===== config.mk =====
export PLATFORM = sky130hd
export DESIGN_NAME = rooth_inst_loader_flat
export DESIGN_NICKNAME = d
export VERILOG_FILES = /design/src/rtl/rooth_inst_loader_pkg.sv /design/src/rtl/rooth_inst_loader_if.sv /design/src/rtl/rooth_inst_loader_pack.sv /design/src/rtl/rooth_inst_loader.sv /design/src/flat_wrapper.sv
export SDC_FILE = /design/constraint.sdc
export NUM_CORES = 1
export LEC_CHECK = 0
export BUFFER_PORTS_ARGS = -buffer_cell sky130_fd_sc_hd__buf_2
export CORE_UTILIZATION = 50
export DETAILED_ROUTE_END_ITERATION = 10
export HOLD_SLACK_MARGIN = 0.12
export PLACE_DENSITY_LB_ADDON = 0.05
export SYNTH_ARGS = -nofsm -noshare
export SYNTH_HDL_FRONTEND = slang
export SYNTH_SLANG_ARGS = --single-unit

===== constraint.sdc =====
create_clock -name clk_i -period 2.9 [get_ports clk_i]
set_clock_uncertainty 0.15 [all_clocks]
set_input_delay 0.145 -clock clk_i [delete_from_list [all_inputs] [get_ports clk_i]]
set_output_delay 0.145 -clock clk_i [all_outputs]
set_load 0.01 [all_outputs]

===== src/rtl/rooth_inst_loader_pkg.sv =====
// Shared types and constants for the instruction boot loader.
//   state_e      : frame parser states
//   SYNC_BYTE_DEF: default frame start marker
//   LEN_BYTES    : width of the little-endian length field, in bytes
package rooth_inst_loader_pkg;

  typedef enum logic [2:0] {
    ST_IDLE = 3'd0,
    ST_LEN  = 3'd1,
    ST_DATA = 3'd2,
    ST_CSUM = 3'd3,
    ST_DONE = 3'd4,
    ST_ERR  = 3'd5
  } state_e;

  localparam logic [7:0] SYNC_BYTE_DEF = 8'h5A;
  localparam int         LEN_BYTES     = 4;

endpackage


===== src/rtl/rooth_inst_loader_if.sv =====
// Byte-stream input and instruction-memory write port of the boot loader.
//   in_valid/in_data/in_ready : byte stream, transfer = in_valid & in_ready
//   mem_we/mem_addr/mem_wdata : one-cycle word write strobe, word address, packed word
// master = byte source / memory side, slave = loader side.
interface rooth_inst_loader_if #(
  parameter int ADDR_W = 12
) ();

  logic              in_valid;
  logic [7:0]        in_data;
  logic              in_ready;
  logic              mem_we;
  logic [ADDR_W-1:0] mem_addr;
  logic [31:0]       mem_wdata;

  modport master (
    output in_valid, in_data,
    input  in_ready, mem_we, mem_addr, mem_wdata
  );

  modport slave (
    input  in_valid, in_data,
    output in_ready, mem_we, mem_addr, mem_wdata
  );

endinterface


===== src/rtl/rooth_inst_loader_pack.sv =====
// Little-endian byte-to-word packer.
//   clk_i/rst_i  : clock, synchronous active-high reset
//   clr_i        : restart packing at byte 0 (frame start)
//   byte_vld_i/byte_dat_i : accepted byte
//   word_vld_o/word_dat_o : combinational, asserted with the 4th byte; byte0 in [7:0]
module rooth_loader_pack (
  input  logic        clk_i,
  input  logic        rst_i,
  input  logic        clr_i,
  input  logic        byte_vld_i,
  input  logic [7:0]  byte_dat_i,
  output logic        word_vld_o,
  output logic [31:0] word_dat_o
);

  logic [1:0]  cnt_q, cnt_d;
  // Only the first three bytes need storing; the 4th is taken straight off the bus.
  // Bytes enter at the top and shift down, so byte0 ends up in [7:0].
  logic [23:0] sh_q, sh_d;

  always_comb begin
    cnt_d = cnt_q;
    sh_d  = sh_q;
    if (clr_i) begin
      cnt_d = 2'd0;
      sh_d  = 24'd0;
    end else if (byte_vld_i) begin
      cnt_d = cnt_q + 2'd1;
      sh_d  = {byte_dat_i, sh_q[23:8]};
    end
  end

  always_ff @(posedge clk_i) begin
    if (rst_i) begin
      cnt_q <= 2'd0;
      sh_q  <= 24'd0;
    end else begin
      cnt_q <= cnt_d;
      sh_q  <= sh_d;
    end
  end

  assign word_vld_o = byte_vld_i && (cnt_q == 2'd3);
  assign word_dat_o = {byte_dat_i, sh_q};

endmodule


===== src/rtl/rooth_inst_loader.sv =====
// Byte-stream boot loader: parses SYNC | N(LE32) | N words | XOR checksum frames,
// writes the words to instruction memory and releases cpu_hold on a good frame.
//   clk_i/rst_i : clock, synchronous active-high reset
//   bus         : byte stream in, instruction-memory write out (slave modport)
//   cpu_hold_o  : 1 = keep core in reset
//   load_done_o : sticky, last frame good;  load_err_o : sticky, last frame bad
module rooth_inst_loader
  import rooth_inst_loader_pkg::*;
#(
  parameter int         ADDR_W      = 12,
  parameter logic [7:0] SYNC_BYTE   = SYNC_BYTE_DEF,
  parameter int         TIMEOUT_CYC = 1_000_000,
  parameter logic       HOLD_RST    = 1'b1
) (
  input  logic               clk_i,
  input  logic               rst_i,
  rooth_inst_loader_if.slave bus,
  output logic               cpu_hold_o,
  output logic               load_done_o,
  output logic               load_err_o
);

  localparam int                TMO_W     = $clog2(TIMEOUT_CYC + 1);
  localparam logic [TMO_W-1:0]  TMO_MAX   = TMO_W'(TIMEOUT_CYC - 1);
  localparam logic [32:0]       MAX_WORDS = 33'd1 << ADDR_W;

  state_e              state_q, state_d;
  logic [31:0]         len_q, len_d;
  logic [ADDR_W:0]     words_q, words_d;
  logic [7:0]          csum_q, csum_d;
  logic [TMO_W-1:0]    tmo_q, tmo_d;
  logic                in_ready_q, in_ready_d;
  logic                mem_we_q, mem_we_d;
  logic [ADDR_W-1:0]   mem_addr_q, mem_addr_d;
  logic [31:0]         mem_wdata_q, mem_wdata_d;
  logic                cpu_hold_q, cpu_hold_d;
  logic                done_q, done_d;
  logic                err_q, err_d;

  logic                xfer, in_frame, is_sync, pack_vld, tmo_hit;
  logic                len_too_big, last_word, csum_ok;
  logic [ADDR_W:0]     words_next;
  logic                pk_word_vld;
  logic [31:0]         pk_word_dat;

  assign xfer       = bus.in_valid && in_ready_q;
  assign in_frame   = state_q inside {ST_LEN, ST_DATA, ST_CSUM};
  // A sync byte only starts a frame outside one; inside a frame it is payload.
  assign is_sync    = xfer && !in_frame && (bus.in_data == SYNC_BYTE);
  assign pack_vld   = xfer && (state_q inside {ST_LEN, ST_DATA});
  assign tmo_hit    = in_frame && !xfer && (tmo_q == TMO_MAX);
  assign len_too_big = {1'b0, pk_word_dat} > MAX_WORDS;
  assign words_next = words_q + 1'b1;
  assign last_word  = (32'(words_next) == len_q);
  assign csum_ok    = (bus.in_data == csum_q);

  // Length field and data words share the same packer.
  rooth_loader_pack u_pack (
    .clk_i      (clk_i),
    .rst_i      (rst_i),
    .clr_i      (is_sync),
    .byte_vld_i (pack_vld),
    .byte_dat_i (bus.in_data),
    .word_vld_o (pk_word_vld),
    .word_dat_o (pk_word_dat)
  );

  // State register (all registered outputs live here too).
  always_ff @(posedge clk_i) begin
    if (rst_i) begin
      state_q     <= ST_IDLE;
      len_q       <= 32'd0;
      words_q     <= '0;
      csum_q      <= 8'd0;
      tmo_q       <= '0;
      in_ready_q  <= 1'b1;
      mem_we_q    <= 1'b0;
      mem_addr_q  <= '0;
      mem_wdata_q <= 32'd0;
      cpu_hold_q  <= HOLD_RST;
      done_q      <= 1'b0;
      err_q       <= 1'b0;
    end else begin
      state_q     <= state_d;
      len_q       <= len_d;
      words_q     <= words_d;
      csum_q      <= csum_d;
      tmo_q       <= tmo_d;
      in_ready_q  <= in_ready_d;
      mem_we_q    <= mem_we_d;
      mem_addr_q  <= mem_addr_d;
      mem_wdata_q <= mem_wdata_d;
      cpu_hold_q  <= cpu_hold_d;
      done_q      <= done_d;
      err_q       <= err_d;
    end
  end

  // Next-state logic.
  always_comb begin
    state_d = state_q;
    unique case (state_q)
      ST_IDLE, ST_DONE, ST_ERR: begin
        if (is_sync) state_d = ST_LEN;
      end
      ST_LEN: begin
        if (pk_word_vld) begin
          if (len_too_big)               state_d = ST_ERR;
          else if (pk_word_dat == 32'd0) state_d = ST_CSUM;
          else                           state_d = ST_DATA;
        end else if (tmo_hit) begin
          state_d = ST_ERR;
        end
      end
      ST_DATA: begin
        if (pk_word_vld && last_word) state_d = ST_CSUM;
        else if (tmo_hit)             state_d = ST_ERR;
      end
      ST_CSUM: begin
        if (xfer)         state_d = csum_ok ? ST_DONE : ST_ERR;
        else if (tmo_hit) state_d = ST_ERR;
      end
      default: state_d = ST_IDLE;
    endcase
  end

  // Output / datapath next values.
  always_comb begin
    len_d       = len_q;
    words_d     = words_q;
    csum_d      = csum_q;
    in_ready_d  = 1'b1;
    mem_we_d    = 1'b0;
    mem_addr_d  = mem_addr_q;
    mem_wdata_d = mem_wdata_q;
    cpu_hold_d  = cpu_hold_q;
    done_d      = done_q;
    err_d       = err_q;
    // Idle-gap counter; only meaningful inside a frame.
    tmo_d       = (in_frame && !xfer) ? tmo_q + 1'b1 : '0;

    if (is_sync) begin
      cpu_hold_d = 1'b1;
      done_d     = 1'b0;
      err_d      = 1'b0;
      mem_addr_d = '0;
      csum_d     = 8'd0;
      words_d    = '0;
      len_d      = 32'd0;
    end

    if (state_q == ST_LEN && pk_word_vld) len_d = pk_word_dat;

    if (state_q == ST_DATA && xfer) csum_d = csum_q ^ bus.in_data;

    // Write goes out the cycle after the 4th byte; input is stalled for that
    // cycle so writes can never be back to back. mem_addr carries the index of
    // the word being written, so it never wraps past N-1.
    if (state_q == ST_DATA && pk_word_vld) begin
      mem_we_d    = 1'b1;
      mem_wdata_d = pk_word_dat;
      mem_addr_d  = words_q[ADDR_W-1:0];
      words_d     = words_next;
      in_ready_d  = 1'b0;
    end

    if (state_d == ST_ERR && state_q != ST_ERR) err_d = 1'b1;
    if (state_d == ST_DONE && state_q != ST_DONE) begin
      done_d     = 1'b1;
      cpu_hold_d = 1'b0;
    end
  end

  assign bus.in_ready  = in_ready_q;
  assign bus.mem_we    = mem_we_q;
  assign bus.mem_addr  = mem_addr_q;
  assign bus.mem_wdata = mem_wdata_q;
  assign cpu_hold_o    = cpu_hold_q;
  assign load_done_o   = done_q;
  assign load_err_o    = err_q;

endmodule


===== src/flat_wrapper.sv =====
// flat-port wrapper written by rule: the top's interface ports become plain ports
module rooth_inst_loader_flat import rooth_inst_loader_pkg::*;
#(
  parameter int         ADDR_W      = 12,
  parameter logic [7:0] SYNC_BYTE   = SYNC_BYTE_DEF,
  parameter int         TIMEOUT_CYC = 1_000_000,
  parameter logic       HOLD_RST    = 1'b1
)
  (clk_i, rst_i, cpu_hold_o, load_done_o, load_err_o, bus_in_valid, bus_in_data, bus_in_ready, bus_mem_we, bus_mem_addr, bus_mem_wdata);
  rooth_inst_loader_if #(.ADDR_W(ADDR_W)) bus_i ();
  input  logic clk_i;
  input  logic rst_i;
  output logic cpu_hold_o;
  output logic load_done_o;
  output logic load_err_o;
  input wire logic [$bits(bus_i.in_valid)-1:0] bus_in_valid;
  input wire logic [$bits(bus_i.in_data)-1:0] bus_in_data;
  output wire logic [$bits(bus_i.in_ready)-1:0] bus_in_ready;
  output wire logic [$bits(bus_i.mem_we)-1:0] bus_mem_we;
  output wire logic [$bits(bus_i.mem_addr)-1:0] bus_mem_addr;
  output wire logic [$bits(bus_i.mem_wdata)-1:0] bus_mem_wdata;
  assign bus_i.in_valid = bus_in_valid;
  assign bus_i.in_data = bus_in_data;
  assign bus_in_ready = bus_i.in_ready;
  assign bus_mem_we = bus_i.mem_we;
  assign bus_mem_addr = bus_i.mem_addr;
  assign bus_mem_wdata = bus_i.mem_wdata;
  rooth_inst_loader #(.ADDR_W(ADDR_W), .SYNC_BYTE(SYNC_BYTE), .TIMEOUT_CYC(TIMEOUT_CYC), .HOLD_RST(HOLD_RST)) u_core (.clk_i(clk_i), .rst_i(rst_i), .bus(bus_i), .cpu_hold_o(cpu_hold_o), .load_done_o(load_done_o), .load_err_o(load_err_o));
endmodule

# ---- Word level (Yosys, flattened, before mapping)
# Index checks and enable logic that the tools add are counted.
dict set report totals {
  ff_bits 151
  word_cells 85
  out_inout_bits 49
  in_bits 11
}
dict set report classes {
  n_addsub 3
  bitwise_logic 2
  n_reduce_logical 27
  n_mux 24
  eq_ne 14
  order_cmp 1
}
# cell n
set op_table {}
lappend op_table {{$mux 32} 2}
lappend op_table {{$eq 13x32->1} 1}
lappend op_table {{$gt 32x13->1 const B} 1}
lappend op_table {{$logic_not 32->1} 1}
lappend op_table {{$mux 13} 2}
lappend op_table {{$mux 12} 2}
lappend op_table {{$add 20x1->20 const B} 1}
lappend op_table {{$eq 20x20->1 const B} 1}
lappend op_table {{$mux 3} 6}
lappend op_table {{$mux 8} 2}
lappend op_table {{$add 13x1->13 const B} 1}
lappend op_table {{$logic_and 1x1->1} 13}
lappend op_table {{$eq 3x3->1 const B} 4}
lappend op_table {{$pmux 3 s4} 1}
lappend op_table {{$reduce_bool 2->1} 6}
lappend op_table {{$mux 1} 9}
lappend op_table {{$eq 8x7->1 const B} 1}
lappend op_table {{$eq 8x8->1} 1}
lappend op_table {{$xor 8x8->8} 1}
lappend op_table {{$eq 3x2->1 const B} 2}
lappend op_table {{$ne 3x3->1 const B} 2}
lappend op_table {{$reduce_or 2->1} 2}
lappend op_table {{$eq 3x1->1 const B} 1}
lappend op_table {{$logic_not 3->1} 1}
lappend op_table {{other kinds (6)} 7}

# ---- Longest topological paths before layout
# Gate-level depths: netlist (run 1).
dict set report depth {
  ltp_word 10
  ltp_mapped 11
  mapped_depth_nobuf 8
}

# ---- Modules after synthesis
# From an unflattened synthesis (run 1), not the netlist that was laid out.
dict set report unflattened {
  cells_unflattened 788
  hier_area_um2 6620.1
}
# mod cells_each area_each_um2 n_inst seq_area_each_um2
set by_module_without_submodules {}
lappend by_module_without_submodules {rooth_inst_loader 693 5580.4 1 2502.4}
lappend by_module_without_submodules {rooth_loader_pack 95 1039.7 1 520.5}

# ---- Worst setup path before layout (run 1)
# Ideal clock, no wire load.
dict set report synth_path {
  path_type {reg2reg}
  start {register u_core.words_q[0]}
  end {register u_core.done_q, in the netlist u_core.load_done_o}
  stages_incl_launch_ff 9
  t_arrival_ns 2.366
  synth_period_minus_slack_ns 2.634
  required_ns 2.633
  n_path_buf 0
  setup_slack_ns 0.266
  setup_ns 0.117
  path_cell_list {dfxtp_1 > ha_1 > nand3_1 > or3_1 > nor2_1 > xnor2_1 > or4_1 > o211a_1 > a32o_1}
}
dict set report synth_between {
  elab_chain_cells 8
  elab_cells_between_ends 9
  classes_between {add/sub: 1; eq/ne: 2; mux: 3; reduce/logical: 3}
}
# item line
set synth_rtl {}
lappend synth_rtl {{from (decl)} rooth_inst_loader.sv:29} ;# logic [ADDR_W:0] words_q, words_d;
lappend synth_rtl {{from (signal assigned)} rooth_inst_loader.sv:86} ;# words_q <= words_d;
lappend synth_rtl {{$add 13x1->13 *} rooth_inst_loader.sv:53} ;# assign words_next = words_q + 1'b1;
lappend synth_rtl {{$eq 13x32->1 *} rooth_inst_loader.sv:54} ;# assign last_word = (32'(words_next) == len_q);
lappend synth_rtl {{$logic_and 1x1->1 *} rooth_inst_loader.sv:116} ;# if (pk_word_vld && last_word) state_d = ST_CSUM;
lappend synth_rtl {{$mux 3 *} rooth_inst_loader.sv:116}
lappend synth_rtl {{$pmux 3 s4 *} rooth_inst_loader.sv:102} ;# unique case (state_q)
lappend synth_rtl {{$eq 3x3->1 *} rooth_inst_loader.sv:168} ;# if (state_d == ST_DONE && state_q != ST_DONE) begin
lappend synth_rtl {{$logic_and 1x1->1 *} rooth_inst_loader.sv:168}
lappend synth_rtl {{$mux 1 / $reduce_bool 2->1 (equally long branches)} --}
lappend synth_rtl {{to (signal assigned)} rooth_inst_loader.sv:94} ;# done_q <= done_d;
lappend synth_rtl {{to (decl)} rooth_inst_loader.sv:37} ;# logic done_q, done_d;
# Every way passes the cells marked *; elsewhere a longest branch is shown, timed or not.
# A chain may end at the register's enable or synchronous reset.

# ---- Final worst setup path (run 1)
# Same ends and word-level chain as after synthesis.

==> impl_metrics.toml, run 1 <==
[min_path]
holdPathStages = 2
hold_path.class = "reg2reg"

[synth]
synthCells = 814
synth_cell_type_count = 42
yosys_register_bits = 151
synthesis.area_um2 = 6380
synth_area_leaders = "dfxtp_1, nand2_1, a21oi_1, nand3_1, xnor2_1"
synth_top_area_share = 0.474
avgSynthCellArea_um2 = 7.83
yosysTopAreaCell = "dfxtp_1"
synth_seq_area_share = 0.474
syn_nets = 828
ys.warnings.count = 0

[critical_path]
cp.required_ns = 3.06
critPathCapture = "u_core.load_done_o"
crit_type = "reg2reg"
reg2regPathDepth = 8
r2r-end = "u_core.load_done_o"
worst_ep_arrival_time_ns = 2.91
start_kind = "flop"
cp_max_fo = 7
reg2reg_slack_ns = 0.15
startpoint = "u_core.words_q[0]"
end_kind = "flop"
r2r-start = "u_core.words_q[0]"

[timing]
max-slew-margin-rel = 0.494
rsz0062_at_grt = "no"
slew_viol_final = 0
tightest_slew_ns = 0.757
final-setup-viol-count = 0
period_share = 0.949
max_freq_mhz = 364
fin_crit_ns = 2.75
setup-tns-final_ns = 0
finalHoldViolCount = 0
holdWs_ns = 0.299

[power_and_ir_drop]
power_w = 0.00435
p_per_area_nw_per_um2 = 576
irDropWorstVdd_v = 0.000389
p_leak_nw = 2.67
combPwrFrac = 0.018
p_clk_frac = 0.504
seq_power_share = 0.478
power.switching_w = 0.000871
p_int_w = 0.00347
swShare = 0.200

[outcome]
outcome = "completed"

[finish]
stdcell_count = 1046
antennaDiodeCount = 0
layout.nets = 879
drive_gt1_frac = 0.133
syn_to_final_growth_pct = 18.2
final_area_um2 = 7540

[detailed_routing]
drtAntennaViolNets = 0
vias = 5791
drt-total-wl_um = 15500
viasPerCell = 5.54
dr.pass1.iters = 5
wl_per_cell_um = 14.9
drc_errors = 0
initialDrtViolationCount = 375

[grt]
grt_max_degree = 62
grt_pass1_wl_um = 25800
antenna_found_initial = 0
grt_use_total = 0.250
grt-ovfl-total = 0
grt_pass1_vias = 5269

[clock_tree]
cts_root_buf = "clkbuf_16"
clk_pin_slew_ns = 0.06
cts_tree = "built"
numCtsBuffers = 17
clk-insertion-delay-late_ns = 0.42
clkSinkCount = 151
post_cts_buffers = 0
cts_max_path_buffers = 2
cts_max_level = 4

[floorplan]
die_w_um = 115
die_area_um2 = 13200
start_util = 0.522
placeableCoreArea_um2 = 12200
die_y_um = 115
ios = 60
fp-row-count = 40

[place]
placed_area_um2 = 6840
io_buffers = 59
gp_congestion = 0.833
dp_hpwl_um = 10500
post-place-cells = 1004

[flow_run]
cap_violations = 0
cells in the final DEF, fill, tap and decap left out, types with 3 or more instances in the layout:
| master | n |
|---|---|
| xnor2_1 | 28 |
| nor2b_1 | 7 |
| nand3_1 | 66 |
| clkbuf_8 | 5 |
| a21oi_1 | 127 |
| ha_1 | 3 |
| nor3b_1 | 3 |
| dlygate4sd3_1 | 10 |
| dfxtp_1 | 151 |
| nand2b_1 | 3 |
| buf_4 | 22 |
| clkbuf_16 | 17 |
| and2_1 | 3 |
| nor2_1 | 49 |
| buf_2 | 58 |
| or4_1 | 4 |
| nand3b_1 | 9 |
| and3_1 | 5 |
| nor3_1 | 6 |
| inv_1 | 3 |
| or3_1 | 4 |
| clkinv_2 | 5 |
| nand4_1 | 11 |
| o21ai_0 | 20 |
| and4_1 | 4 |
| nand2_1 | 190 |
| xor2_1 | 19 |
| nor4_1 | 13 |
worst max-delay path, stage by stage (launching register included):
cell	delay (ns)
dfxtp_1	0.31
ha_1	0.28
and3_1	0.27
and2_1	0.19
nor4_2	0.27
a21oi_1	0.09
or4_1	0.58
o211a_1	0.27
a32o_1	0.22
flip-flops by register name, summed over array words and instances (netlist names):
| name | flops |
|---|---|
| u_core.state_q | 3 |
| u_core.cpu_hold_o | 1 |
| u_core.csum_q | 8 |
| u_core.len_q | 32 |
| u_core.bus.mem_addr | 12 |
| u_core.u_pack.sh_q | 24 |
| u_core.bus.mem_we | 1 |
| u_core.load_err_o | 1 |
| u_core.words_q | 13 |
| u_core.load_done_o | 1 |
| u_core.u_pack.cnt_q | 2 |
| u_core.tmo_q | 20 |
| u_core.bus.in_ready | 1 |
| u_core.bus.mem_wdata | 32 |
per-stage QoR:
step / utilization / worst slack [ns]
2_1_floorplan: - / 0.266
3_3_place_gp: 0.560 / 0.211
3_5_place_dp: 0.560 / 0.153
4_1_cts: 0.617 / 0.137
5_1_grt: 0.617 / 0.00576
6_report: 0.617 / 0.149
power by group through the flow:
stage	combinational [W]	sequential, W	clock [W]
after floorplan	0.0000399	0.00212	0
after global placement	0.0000685	0.00212	0
after detailed placement	0.0000696	0.00212	0
after CTS	0.0000801	0.00207	0.00222
after global routing	0.0000875	0.00207	0.00232
final	0.0000802	0.00208	0.00219
synthesized netlist by cell type (all sizes together):
cell type / n
xnor2: 28
a21boi: 1
o211ai: 2
o22ai: 1
o211a: 1
or4: 4
nor4bb: 2
and4: 4
a32o: 2
o32ai: 1
nor4: 14
nor2: 49
nand3: 66
a211oi: 1
a22oi: 2
a21o: 1
a31oi: 2
inv: 3
or4b: 1
clkbuf: 44
nor3: 7
and2: 4
nand2: 191
nand3b: 9
nand2b: 3
xor2: 19
nor4b: 3
and3: 5
nand4: 11
a21oi: 127
nor2b: 7
a311oi: 1
buf: 15
a311o: 1
and4b: 1
dfxtp: 151
o21ai: 20
or3: 4
ha: 3
nor3b: 3
routing by layer:
layer  wire [um]  track usage  vias to the layer above
li1            -            -                     2883
met2        7350        0.406                      135
met3         646       0.0517                       23
met1        7260        0.328                     2750
met4         281       0.0944                        0
met5           0            0                        -
repair_timing:
| action | CTS | global route |
|---|---|---|
| hold buffers | 10 | 0 |
| gates resized for setup | 0 | 1 |
| endpoints found under the setup margin | 0 | 1 |
| endpoints found under the hold margin | 55 | 0 |
area by class of cell:
type                       count  area, um2
multi-input combinational    601       3120
timing repair buffer          91        576
fill                        1121       4670
inverter                       3       11.3
sequential                   151       3020
clock buffer                  24        502
clock inverter                 8       93.8
tap                          168        210
cell families after synthesis:
kind of cell | after synthesis | synth area share
simple gates | 388 | 0.280
compound gates | 163 | 0.136
flops | 151 | 0.474
buf+inv | 62 | 0.0396
xor+xnor | 47 | 0.0645
fa+ha+maj | 3 | 0.00589
how the worst min path moves through the flow:
stage	startpoint	endpoint	slack [ns]
after global routing	u_core.bus.mem_wdata[2]	u_core.bus.mem_wdata[2]	0.32
after CTS	u_core.bus.mem_wdata[20]	u_core.bus.mem_wdata[20]	0.30
final	u_core.bus.mem_wdata[2]	u_core.bus.mem_wdata[2]	0.30
after detailed placement	u_core.bus.mem_wdata[20]	u_core.bus.mem_wdata[20]	0.29
after global placement	u_core.tmo_q[0]	u_core.tmo_q[0]	0.29
after floorplan	bus_in_data[0]	u_core.u_pack.sh_q[16]	0.13
Note: power is estimated with default switching activity, not from simulation.
==> inputs of run 2 (changes only) <==
--- a/config.mk
+++ b/config.mk
@@ -7,5 +7,5 @@
 export LEC_CHECK = 0
 export BUFFER_PORTS_ARGS = -buffer_cell sky130_fd_sc_hd__buf_2
-export CORE_UTILIZATION = 50
+export CORE_UTILIZATION = 40
 export DETAILED_ROUTE_END_ITERATION = 10
 export HOLD_SLACK_MARGIN = 0.12
--- a/constraint.sdc
+++ b/constraint.sdc
@@ -3,3 +3,3 @@
 set_input_delay 0.145 -clock clk_i [delete_from_list [all_inputs] [get_ports clk_i]]
 set_output_delay 0.145 -clock clk_i [all_outputs]
-set_load 0.01 [all_outputs]
+set_load 0.05 [all_outputs]
==> impl_metrics.toml, run 2 (same netlist as run 1, synthesis figures left out) <==
[outcome]
outcome = "completed"

[finish]
postLayoutCoreUtil = 0.495
antennaDiodeCount = 0
stdcell_count = 1088
seqCellArea_um2 = 3020
multi_input_area_um2 = 3130
layout.nets = 879
final_cell_mix = "nand2_1, dfxtp_1, a21oi_1"
fillers = 1511
syn_to_final_growth_pct = 19.2
final_common_cell = "nand2_1"
drive_gt1_frac = 0.136

[clock_tree]
cts_tree = "built"
numCtsBuffers = 17
clkSinkCount = 151
cts_max_level = 4
cts_max_path_buffers = 2
clk-insertion-delay-late_ns = 0.42
clk_pin_slew_ns = 0.06
cts_root_buf = "clkbuf_16"

[power_and_ir_drop]
combPwrFrac = 0.019
swShare = 0.201
p_leak_nw = 2.67
p_int_w = 0.00351
irDropWorstVdd_v = 0.000411
p_per_area_nw_per_um2 = 579
seq_power_share = 0.472
p_clk_frac = 0.509
power.switching_w = 0.000886

[critical_path]
slowest_delay_ns = 0.47
cp_max_fo = 7
crit_type = "reg2reg"
end_kind = "flop"
worst_ep_arrival_time_ns = 2.90
path_cells = "ha_1 > nand3_1 > or3_1 > nor2_1 > xnor2_1 > or4_1 > o211a_1 > a32o_1"
crit_buf_inv = 0
cpLargestDelayFamily = "simple AND/OR/NAND/NOR gates"
slowest_stage = "or3_1"
start_kind = "flop"
cp.required_ns = 3.06

[timing]
holdWs_ns = 0.301
final-setup-viol-count = 0
rsz0062_at_grt = "no"
slew_viol_final = 0
max_freq_mhz = 366
setup-tns-final_ns = 0
finalHoldViolCount = 0
layout_setup_ws_ns = 0.166
fin_crit_ns = 2.73
max-slew-margin-rel = 0.499
tightest_slew_ns = 0.749
period_share = 0.943

[floorplan]
fp-row-count = 45
placeableCoreArea_um2 = 15400
die_y_um = 128
die_w_um = 128
ios = 60
die_area_um2 = 16500
start_util = 0.415

[detailed_routing]
viasPerCell = 5.21
dr.pass1.iters = 4
initialDrtViolationCount = 419
wl_per_cell_um = 14.8
drtAntennaViolNets = 0
drc_errors = 0
vias = 5665
drt-total-wl_um = 16100

[place]
post-place-cells = 1047
gp_congestion = 0.823
dp_hpwl_um = 10800
io_buffers = 59
dpl_worst_slack_ns = 0.150

[grt]
antenna_found_initial = 0
grt_max_degree = 70
grt-ovfl-total = 0
grt_pass1_wl_um = 26300
grt_pass1_vias = 5207
grt_use_total = 0.206

[flow_run]
cap_violations = 0

[min_path]
hold_path.class = "reg2reg"
-- run 2: through the flow --
| step | instance area [um2] | total power [W] |
|---|---|---|
| 2_1_floorplan | 6380 | 0.00216 |
| 3_3_place_gp | 6890 | 0.00220 |
| 3_5_place_dp | 6890 | 0.00220 |
| 4_1_cts | 7590 | 0.00445 |
| 5_1_grt | 7600 | 0.00455 |
| 6_report | 7600 | 0.00440 |
-- run 2: worst paths after layout --
path              slack (ns)  cells past startpoint                     start                        to
setup / recovery        0.17                      8         u_core.words_q[0]        u_core.load_done_o
hold / removal          0.30                      2  u_core.bus.mem_wdata[31]  u_core.bus.mem_wdata[31]
hold reg to reg         0.30                      2  u_core.bus.mem_wdata[31]  u_core.bus.mem_wdata[31]
setup reg to reg        0.17                      8         u_core.words_q[0]        u_core.load_done_o
-- run 2: per-layer routing --
metal	global-route usage	share of wire	routed length, um
met5	0	0	0
met2	0.326	0.45	7290
met3	0.0455	0.037	591
met4	0.0727	0.012	189
met1	0.274	0.50	7980
-- run 2: cell type report --
cell class              count  share of cell area
multi-input cells         601               0.412
flip-flops and latches    151               0.398
repair buffers             91              0.0757
clock buffers              22              0.0624
well taps                 211              0.0347
clock inverters             9              0.0163
inverters                   3             0.00148
-- run 2: worst min-delay path, stage by stage, from the launching register on --
cell     delay (ns)
dfxtp_1        0.30
nand2_1        0.05
a21oi_1        0.05
-- run 2: power groups by stage --
stage               Sequential (W)  Clock (W)  Combinational (W)
floorplan                  0.00212          0          0.0000399
global placement           0.00212          0          0.0000755
detailed placement         0.00212          0          0.0000770
CTS                        0.00207    0.00229          0.0000875
global route               0.00207    0.00238          0.0000922
finish                     0.00207    0.00224          0.0000848
-- run 2: repair_timing --
| action | 4_1_cts | 5_1_grt |
|---|---|---|
| hold buffers | 10 | 0 |
| setup buffers | 0 | 0 |
| gates resized for setup | 0 | 3 |
| endpoints found under the hold margin | 42 | 0 |
| setup endpoints to repair | 0 | 1 |
==> inputs of run 3 (changes only) <==
Settings changed: CORE_MARGIN set to 1, REMOVE_ABC_BUFFERS set to 1.
==> impl_metrics.toml, run 3 (same netlist as run 1, synthesis figures left out) <==
[place]
io_buffers = 59
dp_hpwl_um = 11000
gp_congestion = 0.850
post-place-cells = 1048

[finish]
final_cell_mix = "nand2_1, dfxtp_1, a21oi_1"
final_common_cell = "nand2_1"
drive_gt1_frac = 0.136
fillers = 1552
syn_to_final_growth_pct = 19.3
antennaDiodeCount = 0
stdcell_count = 1089
layout.nets = 880

[detailed_routing]
dr.pass1.iters = 5
viasPerCell = 5.32
drc_errors = 0
drt-total-wl_um = 16300
drtAntennaViolNets = 0
initialDrtViolationCount = 341
wl_per_cell_um = 15.0
vias = 5792

[grt]
grt_max_degree = 60
grt_pass1_wl_um = 26800
grt_pass1_vias = 5378
antenna_found_initial = 0
grt-ovfl-total = 0
grt_use_total = 0.207

[power_and_ir_drop]
combPwrFrac = 0.019
seq_power_share = 0.470
p_clk_frac = 0.511
p_int_w = 0.00350
p_per_area_nw_per_um2 = 580
p_leak_nw = 2.67
power_w = 0.00441
power.switching_w = 0.000913
swShare = 0.207
irDropWorstVdd_v = 0.000366

[clock_tree]
clk_pin_slew_ns = 0.06
clk-insertion-delay-late_ns = 0.43
post_cts_buffers = 0
cts_root_buf = "clkbuf_16"
cts_tree = "built"
numCtsBuffers = 17
cts_max_path_buffers = 2
cts_max_level = 4
clkSinkCount = 151

[critical_path]
path_cells = "and4_1 > nand3_1 > o32ai_1 > a21oi_1 > or4_1 > o211a_1 > a32o_1"
cp_max_fo = 9
slowest_stage = "or4_1"
slowest_delay_ns = 0.60
reg2regPathDepth = 7
start_kind = "flop"
worst_ep_arrival_time_ns = 2.91
end_kind = "flop"
cp.required_ns = 3.06
crit_type = "reg2reg"

[floorplan]
start_util = 0.415
fp-row-count = 45
die_y_um = 128
die_area_um2 = 16500
die_w_um = 128
placeableCoreArea_um2 = 15400
ios = 60

[timing]
finalHoldViolCount = 0
holdWs_ns = 0.300
period_share = 0.950
max_freq_mhz = 363
final-setup-viol-count = 0
max-slew-margin-rel = 0.485
fin_crit_ns = 2.75
setup-tns-final_ns = 0
rsz0062_at_grt = "no"
slew_viol_final = 0
tightest_slew_ns = 0.771

[outcome]
outcome = "completed"

[min_path]
hold_path.class = "reg2reg"
holdPathStages = 2

[flow_run]
cap_violations = 0
## run 3: timing repair
action                                  CTS  global route
hold endpoints to repair                 37             0
endpoints found under the setup margin    0             1
hold buffers                             10             0
gates resized for setup                   0             2
## run 3: layout make-up
cell class,count,area (um2),area share
Multi-Input combinational cell,601,3130,0.411
Inverter,3,11.3,0.00148
Sequential cell,151,3020,0.397
Tap cell,211,264,0.0347
Timing Repair Buffer,92,583,0.0766
Clock inverter,11,146,0.0192
Clock buffer,20,457,0.0600
## run 3: per-stage QoR
stage,utilization,worst slack (ns),area [um2]
after floorplan,-,-1.62,6140
after global placement,0.449,0.231,6900
after detailed placement,0.449,0.144,6900
after CTS,0.495,0.133,7600
after global routing,0.495,0.00437,7610
final,0.495,0.146,7610
## run 3: path summary, 6_finish.rpt
path | startpoint | to | slack [ns]
setup / recovery | u_core.words_q[3] | u_core.load_done_o | 0.15
setup reg to reg | u_core.words_q[3] | u_core.load_done_o | 0.15
hold reg to reg | u_core.bus.mem_wdata[18] | u_core.bus.mem_wdata[18] | 0.30
hold / removal | u_core.bus.mem_wdata[18] | u_core.bus.mem_wdata[18] | 0.30
## run 3: power by group through the flow
stage	Combinational (W)	Sequential, W	Clock [W]
after CTS	0.0000848	0.00207	0.00231
after global routing	0.0000915	0.00207	0.00240
after global placement	0.0000732	0.00212	0
after floorplan	0.0000146	0.00212	0
after detailed placement	0.0000743	0.00212	0
final	0.0000836	0.00207	0.00225
## run 3: per-layer routing
metal / part of all wire / GRT usage / wire (um)
met5: 0 / 0 / 0
met4: 0.017 / 0.0803 / 272
met3: 0.038 / 0.0413 / 616
met2: 0.48 / 0.340 / 7810
met1: 0.47 / 0.268 / 7600
## run 3: worst max-delay path: cells and delay by family, from the launching register on
kind             cells  cell delay, ns
AO/OA/AOI/OAI        4            0.85
flip-flops           1            0.49
AND/OR/NAND/NOR      3            1.15
